==> config.mk <==
export PLATFORM = sky130hd
export DESIGN_NAME = des_sbox_engine
export DESIGN_NICKNAME = d
export VERILOG_FILES = /design/src/rtl/des_pkg.sv /design/src/rtl/des_sbox_lane.sv /design/src/rtl/des_sbox_engine.sv
export SDC_FILE = /design/constraint.sdc
export NUM_CORES = 1
export LEC_CHECK = 0
export CAP_MARGIN = 20
export CORE_ASPECT_RATIO = 0.75
export CORE_UTILIZATION = 30
export CTS_CLUSTER_SIZE = 8
export DETAILED_ROUTE_END_ITERATION = 8
export PLACE_DENSITY = 0.44
export SLEW_MARGIN = 20
export SYNTH_ARGS = -nofsm -noshare
export SYNTH_HDL_FRONTEND = slang
export SYNTH_SLANG_ARGS = --single-unit
==> constraint.sdc <==
create_clock -name clk -period 2.5 [get_ports clk]
set_input_delay 0.375 -clock clk [delete_from_list [all_inputs] [get_ports clk]]
set_output_delay 0.375 -clock clk [all_outputs]
set_load 0.005 [all_outputs]
==> src/rtl/des_pkg.sv <==
`default_nettype none
// ============================================================================
// Module   : des_pkg
// Brief    : DES S-box tables, P permutation and reference helpers shared by
//            the S-box engine and its lanes.
// Revision : 1.0 - initial release
// ============================================================================
package des_pkg;

    typedef enum logic [1:0] {
        ST_IDLE = 2'd0,
        ST_BUSY = 2'd1,
        ST_DONE = 2'd2
    } state_t;

    // Each box is stored row-major: entry (row*16 + column)
    localparam logic [3:0] SBOX [8][64] = '{
        '{4'hE,4'h4,4'hD,4'h1,4'h2,4'hF,4'hB,4'h8,4'h3,4'hA,4'h6,4'hC,4'h5,4'h9,4'h0,4'h7,
          4'h0,4'hF,4'h7,4'h4,4'hE,4'h2,4'hD,4'h1,4'hA,4'h6,4'hC,4'hB,4'h9,4'h5,4'h3,4'h8,
          4'h4,4'h1,4'hE,4'h8,4'hD,4'h6,4'h2,4'hB,4'hF,4'hC,4'h9,4'h7,4'h3,4'hA,4'h5,4'h0,
          4'hF,4'hC,4'h8,4'h2,4'h4,4'h9,4'h1,4'h7,4'h5,4'hB,4'h3,4'hE,4'hA,4'h0,4'h6,4'hD},
        '{4'hF,4'h1,4'h8,4'hE,4'h6,4'hB,4'h3,4'h4,4'h9,4'h7,4'h2,4'hD,4'hC,4'h0,4'h5,4'hA,
          4'h3,4'hD,4'h4,4'h7,4'hF,4'h2,4'h8,4'hE,4'hC,4'h0,4'h1,4'hA,4'h6,4'h9,4'hB,4'h5,
          4'h0,4'hE,4'h7,4'hB,4'hA,4'h4,4'hD,4'h1,4'h5,4'h8,4'hC,4'h6,4'h9,4'h3,4'h2,4'hF,
          4'hD,4'h8,4'hA,4'h1,4'h3,4'hF,4'h4,4'h2,4'hB,4'h6,4'h7,4'hC,4'h0,4'h5,4'hE,4'h9},
        '{4'hA,4'h0,4'h9,4'hE,4'h6,4'h3,4'hF,4'h5,4'h1,4'hD,4'hC,4'h7,4'hB,4'h4,4'h2,4'h8,
          4'hD,4'h7,4'h0,4'h9,4'h3,4'h4,4'h6,4'hA,4'h2,4'h8,4'h5,4'hE,4'hC,4'hB,4'hF,4'h1,
          4'hD,4'h6,4'h4,4'h9,4'h8,4'hF,4'h3,4'h0,4'hB,4'h1,4'h2,4'hC,4'h5,4'hA,4'hE,4'h7,
          4'h1,4'hA,4'hD,4'h0,4'h6,4'h9,4'h8,4'h7,4'h4,4'hF,4'hE,4'h3,4'hB,4'h5,4'h2,4'hC},
        '{4'h7,4'hD,4'hE,4'h3,4'h0,4'h6,4'h9,4'hA,4'h1,4'h2,4'h8,4'h5,4'hB,4'hC,4'h4,4'hF,
          4'hD,4'h8,4'hB,4'h5,4'h6,4'hF,4'h0,4'h3,4'h4,4'h7,4'h2,4'hC,4'h1,4'hA,4'hE,4'h9,
          4'hA,4'h6,4'h9,4'h0,4'hC,4'hB,4'h7,4'hD,4'hF,4'h1,4'h3,4'hE,4'h5,4'h2,4'h8,4'h4,
          4'h3,4'hF,4'h0,4'h6,4'hA,4'h1,4'hD,4'h8,4'h9,4'h4,4'h5,4'hB,4'hC,4'h7,4'h2,4'hE},
        '{4'h2,4'hC,4'h4,4'h1,4'h7,4'hA,4'hB,4'h6,4'h8,4'h5,4'h3,4'hF,4'hD,4'h0,4'hE,4'h9,
          4'hE,4'hB,4'h2,4'hC,4'h4,4'h7,4'hD,4'h1,4'h5,4'h0,4'hF,4'hA,4'h3,4'h9,4'h8,4'h6,
          4'h4,4'h2,4'h1,4'hB,4'hA,4'hD,4'h7,4'h8,4'hF,4'h9,4'hC,4'h5,4'h6,4'h3,4'h0,4'hE,
          4'hB,4'h8,4'hC,4'h7,4'h1,4'hE,4'h2,4'hD,4'h6,4'hF,4'h0,4'h9,4'hA,4'h4,4'h5,4'h3},
        '{4'hC,4'h1,4'hA,4'hF,4'h9,4'h2,4'h6,4'h8,4'h0,4'hD,4'h3,4'h4,4'hE,4'h7,4'h5,4'hB,
          4'hA,4'hF,4'h4,4'h2,4'h7,4'hC,4'h9,4'h5,4'h6,4'h1,4'hD,4'hE,4'h0,4'hB,4'h3,4'h8,
          4'h9,4'hE,4'hF,4'h5,4'h2,4'h8,4'hC,4'h3,4'h7,4'h0,4'h4,4'hA,4'h1,4'hD,4'hB,4'h6,
          4'h4,4'h3,4'h2,4'hC,4'h9,4'h5,4'hF,4'hA,4'hB,4'hE,4'h1,4'h7,4'h6,4'h0,4'h8,4'hD},
        '{4'h4,4'hB,4'h2,4'hE,4'hF,4'h0,4'h8,4'hD,4'h3,4'hC,4'h9,4'h7,4'h5,4'hA,4'h6,4'h1,
          4'hD,4'h0,4'hB,4'h7,4'h4,4'h9,4'h1,4'hA,4'hE,4'h3,4'h5,4'hC,4'h2,4'hF,4'h8,4'h6,
          4'h1,4'h4,4'hB,4'hD,4'hC,4'h3,4'h7,4'hE,4'hA,4'hF,4'h6,4'h8,4'h0,4'h5,4'h9,4'h2,
          4'h6,4'hB,4'hD,4'h8,4'h1,4'h4,4'hA,4'h7,4'h9,4'h5,4'h0,4'hF,4'hE,4'h2,4'h3,4'hC},
        '{4'hD,4'h2,4'h8,4'h4,4'h6,4'hF,4'hB,4'h1,4'hA,4'h9,4'h3,4'hE,4'h5,4'h0,4'hC,4'h7,
          4'h1,4'hF,4'hD,4'h8,4'hA,4'h3,4'h7,4'h4,4'hC,4'h5,4'h6,4'hB,4'h0,4'hE,4'h9,4'h2,
          4'h7,4'hB,4'h4,4'h1,4'h9,4'hC,4'hE,4'h2,4'h0,4'h6,4'hA,4'hD,4'hF,4'h3,4'h5,4'h8,
          4'h2,4'h1,4'hE,4'h7,4'h4,4'hA,4'h8,4'hD,4'hF,4'hC,4'h9,4'h0,4'h3,4'h5,4'h6,4'hB}
    };

    localparam int P_TABLE [32] = '{16, 7, 20, 21, 29, 12, 28, 17, 1, 15, 23, 26, 5, 18, 31, 10,
                                    2, 8, 24, 14, 32, 27, 3, 9, 19, 13, 30, 6, 22, 11, 4, 25};

    // Raw 6-bit group b1..b6 -> table entry {b1,b6, b2..b5}
    function automatic logic [5:0] sbox_index(input logic [5:0] v);
        return {v[5], v[0], v[4:1]};
    endfunction

    function automatic logic [31:0] des_p(input logic [31:0] x);
        logic [31:0] r;
        r = '0;
        for (int i = 0; i < 32; i++) begin
            r[31-i] = x[32-P_TABLE[i]];
        end
        return r;
    endfunction

    function automatic logic [31:0] des_sbox_ref(input logic [47:0] x);
        logic [31:0] r;
        r = '0;
        for (int b = 0; b < 8; b++) begin
            r[31-4*b -: 4] = SBOX[b][sbox_index(x[47-6*b -: 6])];
        end
        return r;
    endfunction

endpackage
`default_nettype wire

==> src/rtl/des_sbox_lane.sv <==
`default_nettype none
// ============================================================================
// Module   : des_sbox_lane
// Brief    : One combinational DES S-box lookup with a selectable box.
// Revision : 1.0 - initial release
// ============================================================================
module des_sbox_lane
    import des_pkg::*;
(
    input  logic [2:0] i_box,
    input  logic [5:0] i_sel,
    output logic [3:0] o_nibble
);

    assign o_nibble = SBOX[i_box][sbox_index(i_sel)];

endmodule
`default_nettype wire

==> src/rtl/des_sbox_engine.sv <==
`default_nettype none
// ============================================================================
// Module   : des_sbox_engine
// Brief    : Handshaked DES S1..S8 substitution, time-sharing SBOX_PER_CYCLE
//            lookup lanes over 8/SBOX_PER_CYCLE cycles, optional P permutation.
// Revision : 1.0 - initial release
// ============================================================================
module des_sbox_engine
    import des_pkg::*;
#(
    parameter int SBOX_PER_CYCLE = 8,
    parameter int APPLY_P        = 1
) (
    input  logic        clk,
    input  logic        rst_n,
    input  logic        in_valid,
    output logic        in_ready,
    input  logic [47:0] din,
    input  logic        flush,
    output logic        out_valid,
    input  logic        out_ready,
    output logic [31:0] dout,
    output logic        busy
);

    localparam int c_steps  = 8 / SBOX_PER_CYCLE;
    localparam int c_step_w = (c_steps > 1) ? $clog2(c_steps) : 1;
    localparam logic [c_step_w-1:0] c_last = c_step_w'(c_steps - 1);

    generate
        if (SBOX_PER_CYCLE != 1 && SBOX_PER_CYCLE != 2 &&
            SBOX_PER_CYCLE != 4 && SBOX_PER_CYCLE != 8) begin : g_bad_lanes
            $error("des_sbox_engine: SBOX_PER_CYCLE must be 1, 2, 4 or 8");
        end
    endgenerate

    state_t                r_state;
    state_t                w_state_next;
    logic [c_step_w-1:0]   r_step;
    logic [47:0]           r_operand;
    logic [31:0]           r_result;
    // Separate output copy so dout only moves when a finished result lands
    logic [31:0]           r_hold;
    logic [31:0]           w_result_next;
    logic                  w_accept;
    logic [2:0]            w_box    [SBOX_PER_CYCLE];
    logic [5:0]            w_sel    [SBOX_PER_CYCLE];
    logic [3:0]            w_nibble [SBOX_PER_CYCLE];

    generate
        for (genvar j = 0; j < SBOX_PER_CYCLE; j++) begin : g_lane
            logic [47:0] w_aligned;
            assign w_box[j]   = 3'(int'(r_step) * SBOX_PER_CYCLE + j);
            assign w_aligned  = r_operand << (6 * int'(w_box[j]));
            assign w_sel[j]   = w_aligned[47:42];

            des_sbox_lane u_lane (
                .i_box    (w_box[j]),
                .i_sel    (w_sel[j]),
                .o_nibble (w_nibble[j])
            );
        end
    endgenerate

    always_comb begin
        w_result_next = r_result;
        for (int j = 0; j < SBOX_PER_CYCLE; j++) begin
            w_result_next[31 - 4*int'(w_box[j]) -: 4] = w_nibble[j];
        end
    end

    always_comb begin
        w_state_next = r_state;
        in_ready     = 1'b0;
        out_valid    = 1'b0;
        case (r_state)
            ST_IDLE: begin
                in_ready = 1'b1;
                if (in_valid) w_state_next = ST_BUSY;
            end
            ST_BUSY: begin
                if (r_step == c_last) w_state_next = ST_DONE;
            end
            ST_DONE: begin
                out_valid = 1'b1;
                in_ready  = out_ready;
                if (out_ready) w_state_next = in_valid ? ST_BUSY : ST_IDLE;
            end
            default: w_state_next = ST_IDLE;
        endcase
        if (flush) w_state_next = ST_IDLE;
    end

    assign w_accept = in_valid & in_ready & ~flush;
    assign busy     = (r_state != ST_IDLE);

    always_ff @(posedge clk or negedge rst_n) begin
        if (!rst_n) begin
            r_state   <= ST_IDLE;
            r_step    <= '0;
            r_operand <= '0;
            r_result  <= '0;
            r_hold    <= '0;
        end else begin
            r_state <= w_state_next;
            if (flush) begin
                r_step   <= '0;
                r_result <= '0;
                r_hold   <= '0;
            end else if (w_accept) begin
                r_operand <= din;
                r_step    <= '0;
                if (r_state == ST_IDLE) r_result <= '0;
            end else if (r_state == ST_BUSY) begin
                r_result <= w_result_next;
                if (r_step == c_last) r_hold <= w_result_next;
                else                  r_step <= r_step + 1'b1;
            end
        end
    end

    generate
        if (APPLY_P != 0) begin : g_perm
            assign dout = des_p(r_hold);
        end else begin : g_raw
            assign dout = r_hold;
        end
    endgenerate

endmodule
`default_nettype wire

---- Word level (Yosys, flattened, before mapping) ----
Memories as Yosys holds them, arrays and structs flattened.
Index checks and enable logic that the tools add are counted.
W data, S select, Z words.
storage, ports and cells
  memories ................................ 8
  input port bits ......................... 53
  output and inout bits ................... 35
  bits in registers ....................... 111
  memory bits (read-only) ................. 14592
memories
  name             words  bits a word  rd ports  clocked after memory_dff  write ports  RTL line             text
  (no name shown)  8      256          1         0                         0            des_sbox_lane.sv:15  assign o_nibble = SBOX[i_box][sbox_index(i_sel)];
  (no name shown)  8      256          1         0                         0            des_sbox_lane.sv:15
  (no name shown)  8      256          1         0                         0            des_sbox_lane.sv:15
  (no name shown)  8      256          1         0                         0            des_sbox_lane.sv:15
  (no name shown)  8      256          1         0                         0            des_sbox_lane.sv:15
  (no name shown)  8      256          1         0                         0            des_sbox_lane.sv:15
  +2 memories      -      -            -         -                         -            -
cells by class
  mux-type cells .......................... 64
  shifts and indexed selects .............. 21
  $lt $le $gt $ge ......................... 15
  $add $sub $neg .......................... 22
  equal/unequal tests ..................... 8
  bitwise gates (word level) .............. 18
  multipliers ............................. 7
  reductions and logical operators ........ 8
operator list
  operator                   count
  $mux W256                  14
  $shl A48 B6 Y48            6
  $shift A4 B33 Y35 const A  7
  $shiftx A4 B33 Y35         7
  $neg A6 Y33                7
  $bwmux W32                 7
  $bmux W4 S6                7
  $mux W32                   4
  $mux W28                   4
  $mux W4                    16
  $ge A7 B7 Y1 const B       8
  $not A6 Y7                 8
  $shl A48 B5 Y48            1
  $sub A5 B5 Y6 const A      6
  $mul A2 B3 Y5 const A      6
  $ge A4 B4 Y1 const B       7
  $not A3 Y4                 6
  $add A1 B2 Y3 const AB     3
  $ne A3 B3 Y1 const B       3
  $mux W2                    4
  $add A1 B3 Y3 const AB     2
  $mux W1                    6
  $pmux W2 S3                1
  $reduce_and A3 Y1          2
  16 further kinds           21

---- Depth between registers and ports, before layout ----
Gate-level depths: netlist of run 1.
  word-level depth ........................ 20
  mapped depth ............................ 9
  gate-level depth less buffers ........... 7

---- Hierarchy ----
From an unflattened synthesis of run 1, not the netlist that was laid out.
unflattened totals
  cells, all modules ...................... 4559
  area total of the unflattened synthesis .. 31358.8 um^2
modules (own cells, without submodules)
  module                                cells each  times used  seq. area each (um^2)  area each (um^2)
  des_sbox_lane (g_lane[0].u_lane ...)  546         4           0.0                    3525.9
  des_sbox_lane (g_lane[1].u_lane ...)  550         3           0.0                    3562.2
  des_sbox_lane (g_lane[5].u_lane)      539         1           0.0                    3539.6
  des_sbox_engine                       186         1           2052.0                 3029.2

---- Least setup slack after synthesis of run 1 ----
No wires, ideal clock.
  kind .................................... register to register
  from .................................... register r_operand[14]
  to ...................................... register r_hold[10]
  arrival ................................. 2.165 ns
  cell stages (with the launch flop) ...... 10
  slack ................................... 0.202 ns
  data required time ...................... 2.367 ns
  buffers on the path ..................... 2
  cell sequence ........................... dfrtp_1 -> clkbuf_1 -> inv_1 -> ha_1 -> clkbuf_1 -> nand2b_1 -> nand2_1 -> mux4_2 -> nand3_1 -> nand4_1
on the way
  longest elaborated chain between the ends .. 17
  elaborated cells on any way between the ends .. 53
  those cells by class .................... 14 x shift; 32 x mux; 7 x bitwise
ends and longest elaborated chain
  what                                        RTL line                text
  start: declaration                          des_sbox_engine.sv:40   logic [47:0] r_operand;
  start signal: assignment                    des_sbox_engine.sv:111  r_operand <= din;
  $shl A48 B5 Y48                             des_sbox_engine.sv:54   assign w_aligned = r_operand << (6 * int'(w_box[j]));
  $not A6 Y7 (implied by the code)            des_sbox_lane.sv:15
  $bmux W4 S6                                 des_sbox_lane.sv:15
  $mux W4 (implied by the code) (2 in a row)  des_sbox_lane.sv:15
  $shiftx A4 B33 Y35                          des_sbox_engine.sv:68   w_result_next[31 - 4*int'(w_box[j]) -: 4] = w_nibble[j];
  $bwmux W32 (6 in a row)                     des_sbox_engine.sv:68
  $bwmux W32 (*)                              des_sbox_engine.sv:68
  $mux W32 (*)                                des_sbox_engine.sv:116  if (r_step == c_last) r_hold <= w_result_next;
  $mux W32 (*)                                des_sbox_engine.sv:114  end else if (r_state == ST_BUSY) begin
  $mux W32 (*)                                des_sbox_engine.sv:110  end else if (w_accept) begin
  $mux W32 (*)                                des_sbox_engine.sv:106  if (flush) begin
  end signal: assignment                      des_sbox_engine.sv:116
  end: declaration                            des_sbox_engine.sv:43   logic [31:0] r_hold;
Mark *: on every way between the ends. The rest lies on a longest branch, timed or not. The select of a mux whose other input is x is not followed.
A chain may end at the register's enable or synchronous reset.

---- Final worst setup path of run 1 ----
  from .................................... register r_operand[46]
  to ...................................... register r_hold[30]
Same word-level chain as after synthesis.

==> reports/qor.yml, run 1 <==
run_status:
  outcome: "complete, no violations"
yosys:
  ys.flop_type: "dfrtp_1"
  syn_inst: 926
  ys_ff_latch: 82
  synth_edf_count: 0
  netlist.area_leader.share: 0.267
  syn_nets: 1041
  synth_cell_type_count: 69
  yosys_warnings: 0
  yosysTopAreaCell: "dfrtp_1"
  ys_top_cells_by_area: "dfrtp_1, ha_1, nand2_1"
  yosysMostFrequentCell: "nand2_1"
  yosysSeqAreaShare: 0.267
  netlist_area_um2: 7670
  synth_area_per_cell_um2: 8.28
  synthArstFlopShare: 1.00
  synthTopCellsByCount: "nand2_1, dfrtp_1, o21ai_0"
sta:
  timing.final.crit_period_ns: 2.11
  setup_viol_count_final: 0
  max_freq_mhz: 473
  max_slew_margin: 0.488
  rsz0062_at_grt: "false"
  drv_slew: 0
  worstMarginPinSlew_ns: 0.769
  hold_violations: 0
  period_share: 0.845
  fin_tns_setup_ns: 0
  fin_skew_ns: 0.0122
routing:
  drcViolationCount: 0
  avgRoutedWirePerCell_um: 16.1
  postRouteAntennaNets: 0
  wirelength_um: 21200
  drt_iter0_markers: 533
  drt_pre_antenna_iters: 5
  drt-vias-per-instance: 5.15
  via_count: 6783
setup_path:
  critical_path.top_delay_family: "compound AO/OA/AOI/OAI gates"
  required_ns: 2.73
  critPathArrivalTime_ns: 2.34
  cp-end-kind: "flip-flop"
  crit_slowest_cell: "dfrtp_1"
  crit_type: "reg2reg"
  path_cells: "buf_4, nand2_1, a21oi_1, a2111oi_0, a21oi_1, a221o_1"
  crit_path_max_incr_delay_ns: 0.64
  cp-start-kind: "flip-flop"
  crit_path_max_fanout: 22
  crit_top_cell: "a21oi_1"
  cp_num_buf_inv: 1
cts:
  cts.clk_slew.worst_paths_ns: 0.06
  h-tree-depth: 3
  cts_buffers: 9
  cts_tree: "yes"
  cts_setup_buffers: 0
  root_buffer: "clkbuf_16"
  cts_num_sinks: 82
  ctsHoldBuffers: 0
  clkLatencyLatePin_ns: 0.35
  cts_buffer_depth: 2
  cts-resized-gates: 0
final_layout:
  nFillCells: 2611
  drive_gt1_frac: 0.113
  fin_nets: 1090
  fin_area_um2: 9250
  antenna_cells: 0
  area_growth_pct: 20.6
global_routing:
  grt_pass1_vias: 6474
  antenna_found_initial: 0
  overflow: 0
  grt_pass1_wl_um: 35300
  grt_max_degree: 55
  grtUsageTotal: 0.166
floorplanning:
  coreArea_um2: 25000
  start_util: 0.307
  die-area_um2: 26200
  die-width_um: 187
  rows: 50
  pin_count: 88
  fp.dieH_um: 140
placement:
  gp_congestion: 0.789
  placedInstanceArea_um2: 8940
  port_buffers: 87
  hpwl_um: 14800
min_path:
  hold_path.class: "in2async"
power_and_ir_drop:
  p_leak_nw: 3.76
  peakVddDrop_uv: 348
  cellPowerDensity_nw_per_um2: 695
run:
  max_cap_viol_count: 0
==> stage by stage <==
step	cells	setup slack [ns]	power (mW)	util	hold WS, ns
3_5_place_dp	1302	0.340	5.01	0.357	0.451
3_3_place_gp	1302	0.329	5.05	0.357	0.454
2_1_floorplan	926	0.202	4.09	-	0.0794
5_1_grt	1316	0.266	6.97	0.370	0.0940
6_report	1316	0.387	6.43	0.370	0.0499
4_1_cts	1316	0.427	6.51	0.370	0.0718
==> worst paths after layout <==
| kind | start | endpoint | slack [ns] | cells past startpoint |
|---|---|---|---|---|
| worst max-delay path | r_operand[46]$_DFFE_PN0P_ | r_hold[30]$_DFFE_PN0P_ | 0.39 | 6 |
| worst min-delay path | rst_n | r_hold[26]$_DFFE_PN0P_ | 0.05 | 1 |
| worst max register to register | r_operand[46]$_DFFE_PN0P_ | r_hold[30]$_DFFE_PN0P_ | 0.39 | 6 |
| worst min register to register | r_hold[26]$_DFFE_PN0P_ | r_hold[26]$_DFFE_PN0P_ | 0.47 | 2 |
| max in group asynchronous | rst_n | r_operand[33]$_DFFE_PN0P_ | 1.82 | 2 |
| min in group clk | r_hold[26]$_DFFE_PN0P_ | r_hold[26]$_DFFE_PN0P_ | 0.47 | 2 |
==> cells by family (layout without fill, tap and decap cells) <==
family,Yosys count,after routing,share of synthesized area
flip-flops,82,82,0.267
buffers and inverters,131,183,0.0734
AO/OA/AOI/OAI,292,292,0.260
multiplexers,57,57,0.0962
adder cells (fa/ha/maj),62,62,0.101
AND/OR/NAND/NOR,270,270,0.166
XOR/XNOR,32,32,0.0365
==> where the power goes <==
group / switching [mW] / internal, mW
clock: 0.560 / 0.891
combinational: 1.49 / 1.44
sequential: 0.522 / 1.53
total: 2.57 / 3.86
==> cells in the final DEF (no fill, tap or decap), types with 18 or more instances in the layout <==
master	count
nand2b_1	26
nor2_1	56
xnor2_1	19
o211ai_1	28
nand3_1	18
clkdlybuf4s50_1	86
mux2_2	24
a21oi_1	53
buf_4	45
dfrtp_1	82
mux2i_1	22
ha_1	62
nand2_1	109
inv_1	32
o21ai_0	76
==> sequential cells by signal, summed over array words and instances, names as in the netlist <==
signal / cells
r_operand: 48
r_state: 2
r_hold: 32
==> final cells by class <==
class | count | area (um^2) | area share
timing repair buffer | 134 | 1260 | 0.136
multi-input combinational | 713 | 5080 | 0.549
clock inverter | 3 | 65.1 | 0.00703
inverter | 35 | 131 | 0.0142
sequential | 82 | 2050 | 0.222
clock buffer | 11 | 243 | 0.0262
tap | 338 | 423 | 0.0457
==> routing by layer <==
layer,part of all wire,vias to the layer above,track usage
met5,0,-,0
met4,0.011,0,0.0371
met3,0.034,16,0.0348
met2,0.43,113,0.247
met1,0.52,3193,0.243
li1,-,3461,-
Note: power is estimated with default switching activity, not from simulation.
==> inputs of run 2 (changes only) <==
--- a/config.mk
+++ b/config.mk
@@ -10,7 +10,7 @@
 export CORE_UTILIZATION = 30
 export CTS_CLUSTER_SIZE = 8
 export DETAILED_ROUTE_END_ITERATION = 8
-export PLACE_DENSITY = 0.44
+export PLACE_DENSITY = 0.46
 export SLEW_MARGIN = 20
 export SYNTH_ARGS = -nofsm -noshare
 export SYNTH_HDL_FRONTEND = slang
==> constraint.sdc (replaced) <==
create_clock -name clk -period 1.8 [get_ports clk]
set_input_delay 0.27 -clock clk [delete_from_list [all_inputs] [get_ports clk]]
set_output_delay 0.27 -clock clk [all_outputs]
set_load 0.005 [all_outputs]
==> run 2 against run 1 <==
Wire length increased by 5.6%; worst setup slack worse by 0.36 ns; clock skew shrank 0.0026 ns; count of clock-buffer cells in the layout down 1; critical endpoint is now r_hold[9]$_DFFE_PN0P_; largest cell class unchanged.
==> reports/qor.yml, run 2 (synthesized netlist as in run 1, its figures left out) <==
global_routing:
  grt_max_degree: 52  # -5.5%
  antenna_found_initial: 0  # unchanged
  grtUsageTotal: 0.174  # +0.00825
  grt_pass1_wl_um: 37000  # +4.6%
  grt_pass1_vias: 6902  # +6.6%
  overflow: 0  # unchanged
sta:
  fin_skew_ns: 0.00957  # -0.00264 ns
  layout_setup_ws_ns: 0.0246  # -0.362 ns
  max_freq_mhz: 563  # +19%
  worstMarginPinSlew_ns: 0.581  # -0.188 ns
  setup_viol_count_final: 0  # unchanged
  hold_violations: 0  # unchanged
  timing.final.crit_period_ns: 1.78  # -0.338 ns
  rsz0062_at_grt: "true"
  max_slew_margin: 0.613  # +0.125
  period_share: 0.986  # +0.141
  drv_slew: 0  # unchanged
placement:
  gp_congestion: 0.817  # +3.5%
  place_ws_ns: -0.220  # -0.560 ns
  dp.cells: 1386  # +6.5%
  placedInstanceArea_um2: 9880  # +10%
  hpwl_um: 16300  # +11%
  port_buffers: 87  # unchanged
setup_path:
  crit_top_cell: "o21ai_0"
  crit_path_max_incr_delay_ns: 0.48  # -0.16 ns
  critPathArrivalTime_ns: 2.01  # -0.33 ns
  crit_slowest_cell: "mux4_2"
  crit_type: "reg2reg"
  cp-end-kind: "flip-flop"
  path_cells: "buf_6, inv_4, ha_4, o21ai_0, mux4_2, o32ai_2, o21ai_0"
  required_ns: 2.04  # -0.69 ns
  crit_path_max_fanout: 9  # -59%
  cp-start-kind: "flip-flop"
final_layout:
  area_growth_pct: 37.3
  fin_area_um2: 10500  # +14%
  layout_common_cells: "buf_4, nand2_1, clkdlybuf4s50_1, dfrtp_1, o21ai_0"
  largest_reg_flops: 48  # unchanged
  regMostFlops: "r_operand"
  stdcell_count: 1420  # +7.9%
  drive_gt1_frac: 0.267  # +0.154
  antenna_cells: 0  # unchanged
  mostFrequentLayoutCell: "buf_4"
  reg.largest.list: "r_operand (48), r_hold (32), r_state (2)"
  nFillCells: 2545  # -2.5%
  fin_nets: 1192  # +9.4%
run:
  max_cap_viol_count: 0  # unchanged
cts:
  cts_tree: "yes"
  h-tree-depth: 3  # unchanged
  root_buffer: "clkbuf_16"
  cts_buffers: 9  # unchanged
  cts_num_sinks: 82  # unchanged
  cts_buffer_depth: 2  # unchanged
  cts.clk_slew.worst_paths_ns: 0.07  # about the same
  clkLatencyLatePin_ns: 0.36  # about the same
floorplanning:
  die-area_um2: 26200  # unchanged
  coreArea_um2: 25000  # unchanged
  rows: 50  # unchanged
  die-width_um: 187  # unchanged
  start_util: 0.307  # unchanged
  pin_count: 88  # unchanged
  fp.dieH_um: 140  # unchanged
min_path:
  hold_path.class: "in2async"
power_and_ir_drop:
  peakVddDrop_uv: 531  # +52%
  p_total_mw: 10.0  # +56%
  p_leak_nw: 4.32  # +15%
  cellPowerDensity_nw_per_um2: 950  # +37%
routing:
  avgRoutedWirePerCell_um: 15.7  # -2.2%
  postRouteAntennaNets: 0  # unchanged
  drt-vias-per-instance: 5.17  # +0.23%
  via_count: 7336  # +8.2%
  wirelength_um: 22300  # +5.6%
  drt_iter0_markers: 559  # +4.9%
  drt_pre_antenna_iters: 7  # +2
  drcViolationCount: 0  # unchanged
run_status:
  outcome: "complete, no violations"
## run 2: worst max-delay path, delay by kind of cell, from the launching register on
kind | cells | cell delay, ns
muxes | 1 | 0.48
AOI/OAI and AO/OA | 3 | 0.36
DFF | 1 | 0.36
buffers and inverters | 2 | 0.13
adders and majority gates | 1 | 0.32
## run 2: repair_timing
action / in CTS / in global routing
endpoints found under the hold margin: 82 / 0
hold buffers: 1 / 0
pin swaps: 0 / 23
endpoints found under the setup margin: 11 / 35
gates resized for setup: 11 / 64
buffers inserted: 3 / 14
## run 2: through the flow
step	setup TNS, ns	utilization	hold slack (ns)
after floorplan	-0.414	-	-0.0256
after global routing	-0.118	0.421	0.244
after global placement	-7.33	0.395	0.0670
after CTS	0	0.409	0.223
final	0	0.421	0.240
after detailed placement	-9.08	0.395	0.0684
## run 2: path summary, 6_finish.rpt
check / startpoint / to / slack (ns) / cells past startpoint
min in group clk: din[37] / r_operand[37]$_DFFE_PN0P_ / 0.46 / 3
max: r_operand[13]$_DFFE_PN0P_ / r_hold[9]$_DFFE_PN0P_ / 0.02 / 7
min: rst_n / r_hold[27]$_DFFE_PN0P_ / 0.24 / 2
max in group asynchronous: rst_n / r_operand[14]$_DFFE_PN0P_ / 0.95 / 3
min reg2reg: r_hold[2]$_DFFE_PN0P_ / r_hold[2]$_DFFE_PN0P_ / 0.48 / 2
max reg2reg: r_operand[13]$_DFFE_PN0P_ / r_hold[9]$_DFFE_PN0P_ / 0.02 / 7
## run 2: where the power goes
part           switching, mW  internal, mW
combinational           2.60          2.78
clock                  0.831          1.12
sequential             0.550          2.14
total                   3.98          6.03
## run 2: layout make-up
class	instances	area, um^2	share of cell area
sequential	82	2070	0.196
clock buffer	10	239	0.0227
multi-input combinational	713	5390	0.511
tap	338	423	0.0402
timing repair buffer	236	2160	0.205
clock inverter	6	65.1	0.00618
inverter	35	188	0.0178
## run 2: routing by layer
metal | GRT usage | wire [um]
met5 | 0 | 0
met4 | 0.0345 | 178
met3 | 0.0318 | 839
met2 | 0.258 | 9850
met1 | 0.260 | 11500
